`src/rtl/processing_element_cfg.sv`:
```
// processing_element_cfg
//   Parametrised systolic-array processing element. Activations flow left to
//   right, partial sums / operands flow top to bottom, and weights shift top
//   to bottom through a dedicated chain. Two dataflows are supported:
//     weight-stationary (mode=0): out_b = in_b + in_a * w_reg
//     output-stationary (mode=1): acc  += in_a * in_b[DWIDTH-1:0], drained on out_c
//   Overflow either clamps (SAT=1) or wraps (SAT=0) and always sets sat_flag.
//
// Ports
//   clk, reset             clock, synchronous active-high reset
//   mode                   dataflow select, latched when a run starts
//   w_load, w_in, w_out    weight shift chain
//   in_a, in_a_valid       activation from the left
//   in_b, in_b_valid       psum (WS) or operand (OS) from above
//   drain                  OS: emit accumulator on out_c
//   out_a, out_a_valid     activation to the right, 1-cycle delay
//   out_b, out_b_valid     psum (WS) or operand (OS) to below
//   out_c, out_c_valid     drained OS result, valid pulses for one cycle
//   sat_flag               sticky overflow indicator

module processing_element_cfg #(
    parameter int DWIDTH = 8,
    parameter int AWIDTH = 19,
    parameter bit SAT    = 1'b1
) (
    input  logic              clk,
    input  logic              reset,
    input  logic              mode,
    input  logic              w_load,
    input  logic [DWIDTH-1:0] w_in,
    output logic [DWIDTH-1:0] w_out,
    input  logic [DWIDTH-1:0] in_a,
    input  logic              in_a_valid,
    input  logic [AWIDTH-1:0] in_b,
    input  logic              in_b_valid,
    input  logic              drain,
    output logic [DWIDTH-1:0] out_a,
    output logic              out_a_valid,
    output logic [AWIDTH-1:0] out_b,
    output logic              out_b_valid,
    output logic [AWIDTH-1:0] out_c,
    output logic              out_c_valid,
    output logic              sat_flag
);

    typedef enum logic [1:0] {IDLE, LOAD, RUN, DRAIN} state_t;

    localparam logic [AWIDTH-1:0] ACC_MAX = {1'b0, {(AWIDTH-1){1'b1}}};
    localparam logic [AWIDTH-1:0] ACC_MIN = {1'b1, {(AWIDTH-1){1'b0}}};

    state_t              state, state_next;
    logic [DWIDTH-1:0]   w_reg;
    logic [AWIDTH-1:0]   acc;
    logic                mode_reg;

    logic                any_valid, both_valid;
    logic                idle_start, process, eff_os, shift;
    logic                mac_fire, idle_drain, do_drain;
    logic [DWIDTH-1:0]   op;
    logic [2*DWIDTH-1:0] a_ext, op_ext, prod;
    logic [AWIDTH-1:0]   addend;
    logic [AWIDTH:0]     sum;
    logic                ovf;
    logic [AWIDTH-1:0]   result;

    // Control decode. A run starts in the same cycle the first valid arrives
    // while idle, so that cycle is processed with the live mode input rather
    // than the (not yet updated) latched mode.
    always_comb begin
        any_valid  = in_a_valid | in_b_valid;
        both_valid = in_a_valid & in_b_valid;
        idle_start = (state == IDLE) && !w_load && any_valid;
        process    = (state == RUN) || idle_start;
        eff_os     = (state == IDLE) ? mode : mode_reg;
        shift      = w_load && ((state == IDLE) || (state == LOAD));
        mac_fire   = process && both_valid;
        idle_drain = (state == IDLE) && !w_load && !any_valid && drain;
        do_drain   = idle_drain || (process && eff_os && drain);
    end

    // Shared multiply-add. The sum is one bit wider than the accumulator so a
    // disagreement between its top two bits signals signed overflow.
    always_comb begin
        op     = eff_os ? in_b[DWIDTH-1:0] : w_reg;
        a_ext  = {{DWIDTH{in_a[DWIDTH-1]}}, in_a};
        op_ext = {{DWIDTH{op[DWIDTH-1]}}, op};
        prod   = a_ext * op_ext;
        addend = eff_os ? acc : in_b;
        sum    = {addend[AWIDTH-1], addend}
               + {{(AWIDTH+1-2*DWIDTH){prod[2*DWIDTH-1]}}, prod};
        ovf    = sum[AWIDTH] ^ sum[AWIDTH-1];
        if (ovf && SAT) begin
            result = sum[AWIDTH] ? ACC_MIN : ACC_MAX;
        end else begin
            result = sum[AWIDTH-1:0];
        end
    end

    // Next-state logic; in RUN a drain request (OS only) wins over the
    // no-valid exit so a drain can be issued on an otherwise empty cycle.
    always_comb begin
        state_next = state;
        case (state)
            IDLE: begin
                if (w_load) begin
                    state_next = LOAD;
                end else if (any_valid) begin
                    state_next = (mode && drain) ? DRAIN : RUN;
                end else if (drain) begin
                    state_next = DRAIN;
                end
            end
            LOAD:    state_next = w_load ? LOAD : IDLE;
            RUN: begin
                if (mode_reg && drain) begin
                    state_next = DRAIN;
                end else if (!any_valid) begin
                    state_next = IDLE;
                end
            end
            DRAIN:   state_next = IDLE;
            default: state_next = IDLE;
        endcase
    end

    // Datapath registers. Data registers only move on a valid qualifier so an
    // X on invalid data never reaches an output. The drain assignment to acc
    // comes last so it overrides a same-cycle accumulate.
    always_ff @(posedge clk) begin
        if (reset) begin
            state       <= IDLE;
            mode_reg    <= 1'b0;
            w_reg       <= '0;
            w_out       <= '0;
            acc         <= '0;
            out_a       <= '0;
            out_a_valid <= 1'b0;
            out_b       <= '0;
            out_b_valid <= 1'b0;
            out_c       <= '0;
            sat_flag    <= 1'b0;
        end else begin
            state <= state_next;
            if (idle_start) begin
                mode_reg <= mode;
            end
            if (shift) begin
                w_out <= w_reg;
                w_reg <= w_in;
            end
            if (process) begin
                out_a_valid <= in_a_valid;
                if (in_a_valid) begin
                    out_a <= in_a;
                end
                if (eff_os) begin
                    out_b_valid <= in_b_valid;
                    if (in_b_valid) begin
                        out_b <= in_b;
                    end
                    if (mac_fire) begin
                        acc <= result;
                    end
                end else begin
                    out_b_valid <= mac_fire;
                    if (mac_fire) begin
                        out_b <= result;
                    end
                end
            end else begin
                out_a_valid <= 1'b0;
                out_b_valid <= 1'b0;
            end
            if (do_drain) begin
                out_c <= mac_fire ? result : acc;
                acc   <= '0;
            end
            sat_flag <= (do_drain ? 1'b0 : sat_flag) | (mac_fire & ovf);
        end
    end

    assign out_c_valid = (state == DRAIN);

endmodule
```
`config.mk`:
```
export PLATFORM = sky130hd
export DESIGN_NAME = processing_element_cfg
export DESIGN_NICKNAME = d
export VERILOG_FILES = /design/src/rtl/processing_element_cfg.sv
export SDC_FILE = /design/constraint.sdc
export NUM_CORES = 1
export LEC_CHECK = 0
export ABC_AREA = 1
export CORE_MARGIN = 3
export CORE_UTILIZATION = 40
export DETAILED_ROUTE_END_ITERATION = 10
export GPL_ROUTABILITY_DRIVEN = 0
export PLACE_DENSITY = 0.61
export SETUP_SLACK_MARGIN = 0.15
export SYNTH_ARGS = -nofsm -noshare
export SYNTH_HDL_FRONTEND = slang
export SYNTH_SLANG_ARGS = --single-unit
```
`constraint.sdc`:
```
create_clock -name clk -period 10.1 [get_ports clk]
set_clock_uncertainty 0.1 [all_clocks]
set_input_delay 2.02 -clock clk [delete_from_list [all_inputs] [get_ports clk]]
set_output_delay 2.02 -clock clk [all_outputs]
set_load 0.05 [all_outputs]
```
======== Yosys cells after proc, flatten, opt, wreduce, memory -nomap -nowiden ========
Index checks and enable logic that the tools add are counted.
storage, ports and cells
  register bits after elaboration ......... 87
  latch bits .............................. 0
  RAM bits ................................ 0
  ROM bits ................................ 0
  input port bits ......................... 42
  output and inout bits ................... 58
  logic and storage cells ................. 67
  memories ................................ 0
operators by class
  add/sub/neg operators ................... 1
  multipliers ............................. 1
  divide/modulo/power cells ............... 0
  $lt $le $gt $ge ......................... 0
  equal/unequal tests ..................... 6
  shift operators ......................... 0
  multiplexer cells ....................... 19
  bitwise operators ....................... 6
  reduce and logical (&&, ||, !) cells .... 23
operators by type and width
  kind                                                              number
  19-bit 2-to-1 mux                                                 7
  19-bit by 16-bit adder with 20-bit output                         1
  8-bit by 8-bit multiplier with 16-bit output                      1
  1-bit logical AND                                                 10
  2-bit 2-to-1 mux                                                  5
  8-bit 2-to-1 mux                                                  1
  2-bit case mux with 4 select lines                                1
  2-bit AND reduction                                               3
  1-bit 2-to-1 mux                                                  5
  2-bit == test (second input constant)                             2
  4-bit != test (second input constant)                             1
  2-bit OR reduction                                                2
  1-bit logical OR                                                  3
  3-bit by 2-bit != test with 1-bit output (second input constant)  1
  3-bit AND reduction                                               1
  1-bit AND                                                         2
  2-bit by 1-bit == test with 1-bit output (second input constant)  1
  1-bit zero test                                                   2
  2-bit zero test                                                   1
  2-bit != test (second input constant)                             1
  1-bit bitwise OR                                                  2
  2-bit nonzero test                                                1
  1-bit inverter                                                    1
  1-bit XOR                                                         1

======== Longest topological paths before layout ========
  depth after elaboration ................. 9
  depth in mapped cells ................... 33
  gate-level depth less buffers ........... 32

======== Worst setup path after synthesis ========
OpenSTA, ideal clock, no wires.
  kind .................................... input -> register
  start point ............................. in mode
  end point ............................... reg acc[9]
  library setup time ...................... 122 ps
  arrival ................................. 7,121 ps
  required time ........................... 9,878 ps
  slack ................................... 2,758 ps
  cell stages on the path ................. 26
  path buffers ............................ 2
  path through ............................ o21ai_2 clkbuf_1 nand2_1 o21ai_0 nor2_1 inv_1 fa_1 fa_1 fa_1 fa_1 inv_1 ha_1 ha_1 nand2_1 inv_1 a21oi_1 nand2_1 a21oi_1 nand2_1 nand2_1 nand2_4 buf_6 nand2_1 nand3_1 nand2_2 a21oi_2
between the ends
  word-level cells in the longest chain between the ends .. 7
  elaborated cells between the ends (all ways) .. 14
  classes of those cells .................. add/sub (1); mul (1); mux (6); bitwise (1); reduce/logical (5)
RTL lines
  what                                                   line    text
  start, declared                                        28      input logic mode,
  1-bit 2-to-1 mux *                                     74      eff_os = (state == IDLE) ? mode : mode_reg;
  8-bit 2-to-1 mux                                       84      op = eff_os ? in_b[DWIDTH-1:0] : w_reg;
  8-bit by 8-bit multiplier with 16-bit output           87      prod = a_ext * op_ext;
  19-bit by 16-bit adder with 20-bit output              90      + {{(AWIDTH+1-2*DWIDTH){prod[2*DWIDTH-1]}}, prod};
  19-bit 2-to-1 mux / 1-bit XOR (equally long branches)  93, 91
  19-bit 2-to-1 mux                                      92      if (ovf && SAT) begin
  19-bit 2-to-1 mux                                      -
  end signal, assigned                                   162     acc <= result;
  end, declared                                          53      logic [AWIDTH-1:0] acc;
Mark *: on every way between the ends. The rest lies on a longest branch, timed or not.
A chain may end at the register's enable or synchronous reset.

======== Worst setup path in the final report ========
  start point ............................. in mode
  end point ............................... reg acc[15]
Same word-level chain as after synthesis.

==> results.toml <==
[floorplanning]
dieArea_sq_um = 21000
start_util = 0.411
placementRows = 50
die_w_um = 145
io-pin-count = 100
die-height_um = 145
core_sq_um = 18800

[placed_design]
io_buffers = 99
hpwl_mm = 15.8

[clock_tree]
cts_buffers = 9
htree_levels = 3
post_cts_resized = 0
postCtsSetupBuffers = 0
clockBufferDepth = 2
hold_buffers = 0
clkTransAtPathRegs_ns = 0.07
clock_latency_ns = 0.35
cts_tree = "yes"
clock-sinks = 87
cts_root_buf = "clkbuf_16"

[final_layout]
reg.largest.list = "acc: 19 flops, out_b: 19 flops, out_c: 19 flops"
nets = 1282
area_growth_syn_to_layout_pct = 19.7
drive_above_1_share = 0.0711
insertedDiodeCount = 0

[timing]
setup_viol = 0
fin_crit_ns = 8.61
rsz0062_at_grt = "no"
fin_setup_tns_ns = 0
slew_viol_final = 0
worst_pin_slew_ns = 0.971
relSlewSlack = 0.352
final-hold-violation-count = 0
fin_crit_sh = 0.853
timing.fmax_ghz = 0.116

[detailed_routing]
avgRoutedWirePerCell_um = 14.4
firstDrtPassIters = 5
ant_nets = 0
drt_wl_total_mm = 19.7
vias_per_cell = 4.80
via_count = 6583
drt_iter0_drc = 384
drc = 0

[yosys]
synth_edf_count = 0
avgSynthCellArea_sq_um = 7.52
mappedNetlistArea_sq_um = 7730
syn-num-nets = 1205
synth_top_area_frac = 0.228
synth-main-ff-cell = "dfxtp_1"
yosysTopAreaCell = "fa_1"
ys_warn_count = 0
synthTopCellsByArea = "fa_1 23%, dfxtp_1 23%, nand2_1 12%, inv_1 7.7%, ha_1 7.4%"
seq_area_frac_synth = 0.225
synthArstFlopShare = 0
synth-seq-cells = 87
ys_types = 37
synthCells = 1029

[critical_path]
required_ns = 10.28
cp.arrival_ns = 8.79
worst_path_largest_cell_delay_ns = 0.65
critPathTopFamily = "adder cells"
worst-setup-path-type = "primary input to flop"
regToRegSetupSlack_ns = 3.10
crit_top_cell = "inv_1"
startpoint_type = "primary input"
path_max_fanout = 37
end_kind = "flop"
path_buf_inv = 7
critPathSlowestCell = "o21ai_4"

[global_routing]
grt_pass1_vias = 6659
antenna_found_initial = 0
overflow = 0
track_usage = 0.194
grt_max_degree = 41
grt_pass1_wl_mm = 33.7

[run]
max_cap_viol_count = 0

[hold_path]
hold_path.class = "flop to flop"

[run_status]
outcome = "completed"
==> per-layer routing <==
metal  up-vias  share of wire  GRT usage
met2       136           0.49      0.336
met5         -              0          0
met3        18          0.038     0.0312
met1      3077           0.46      0.260
li1       3352              -          -
met4         0          0.011     0.0333
==> final timing paths <==
kind | startpoint | end | cells past startpoint
setup / recovery | mode | acc[15] | 27
hold / removal | out_c[10] | out_c[10] | 2
setup reg to reg | state[1] | acc[15] | 28
hold reg to reg | out_c[10] | out_c[10] | 2
==> per-stage QoR <==
stage / std cells / worst slack [ns] / hold WS, ns / util / instance area (sq um)
floorplan: 1029 / 2.76 / 0.350 / - / 7730
global placement: 1355 / 1.20 / 0.349 / 0.473 / 8910
detailed placement: 1355 / 1.13 / 0.348 / 0.473 / 8910
CTS: 1371 / 1.45 / 0.359 / 0.492 / 9260
global route: 1371 / 0.858 / 0.388 / 0.492 / 9260
finish: 1371 / 1.49 / 0.358 / 0.492 / 9260
==> worst register-to-register path, delay by kind of cell, from the launching register on <==
| kind | cells | cell delay [ns] |
|---|---|---|
| buffers and inverters | 7 | 0.77 |
| flip-flops | 1 | 0.35 |
| adder cells (fa/ha/maj) | 6 | 2.58 |
| AO/OA/AOI/OAI | 3 | 1.28 |
| AND/OR/NAND/NOR | 12 | 1.85 |
==> cell families (layout without fill, tap and decap cells) <==
group,count (synthesis),after routing,synth area share
flip-flops,87,87,0.225
XOR/XNOR,10,10,0.0113
buffers and inverters,203,285,0.105
adder cells (fa/ha/maj),134,134,0.302
AO/OA/AOI/OAI,189,189,0.132
AND/OR/NAND/NOR,406,406,0.225
==> synthesized netlist by cell type, types with 2 or more instances <==
cell type,n
and2_1,2
o21ai_2,6
nand3_1,35
a21oi_1,74
a21oi_2,7
o21ai_0,76
o21ai_1,17
xor2_1,9
or2_2,17
dfxtp_1,87
o21bai_1,3
nand2_2,6
ha_1,46
buf_1,3
nor2_1,85
inv_1,159
nor3_1,3
nor2_2,2
clkbuf_1,17
inv_2,5
o21a_1,3
nand3_2,10
buf_2,13
nand2_1,241
buf_6,4
fa_1,88
==> layout by cell type (no fill, tap or decap), drive strengths merged <==
cell type	count
a211oi	1
a21oi	81
a221oi	1
and2	2
buf	5
bufinv	3
clkbuf	9
clkdlybuf4s50	99
clkinv	1
clkinvlp	1
dfxtp	87
fa	88
ha	46
inv	167
nand2	248
nand3	46
nand3b	1
nor2	88
nor3	3
o211ai	1
o21a	3
o21ai	99
o21bai	3
or2	18
xnor2	1
xor2	9
==> layout make-up <==
class	count	area, sq um
timing repair buffer	104	1030
clock buffer	9	225
tap	260	325
multi-input combinational	739	5190
fill	1835	9570
clock inverter	7	126
inverter	165	619
sequential	87	1740
Power is left out: the tool's default activity adds up to more than one toggle a clock period on the data nets, which glitch-free logic cannot reach.
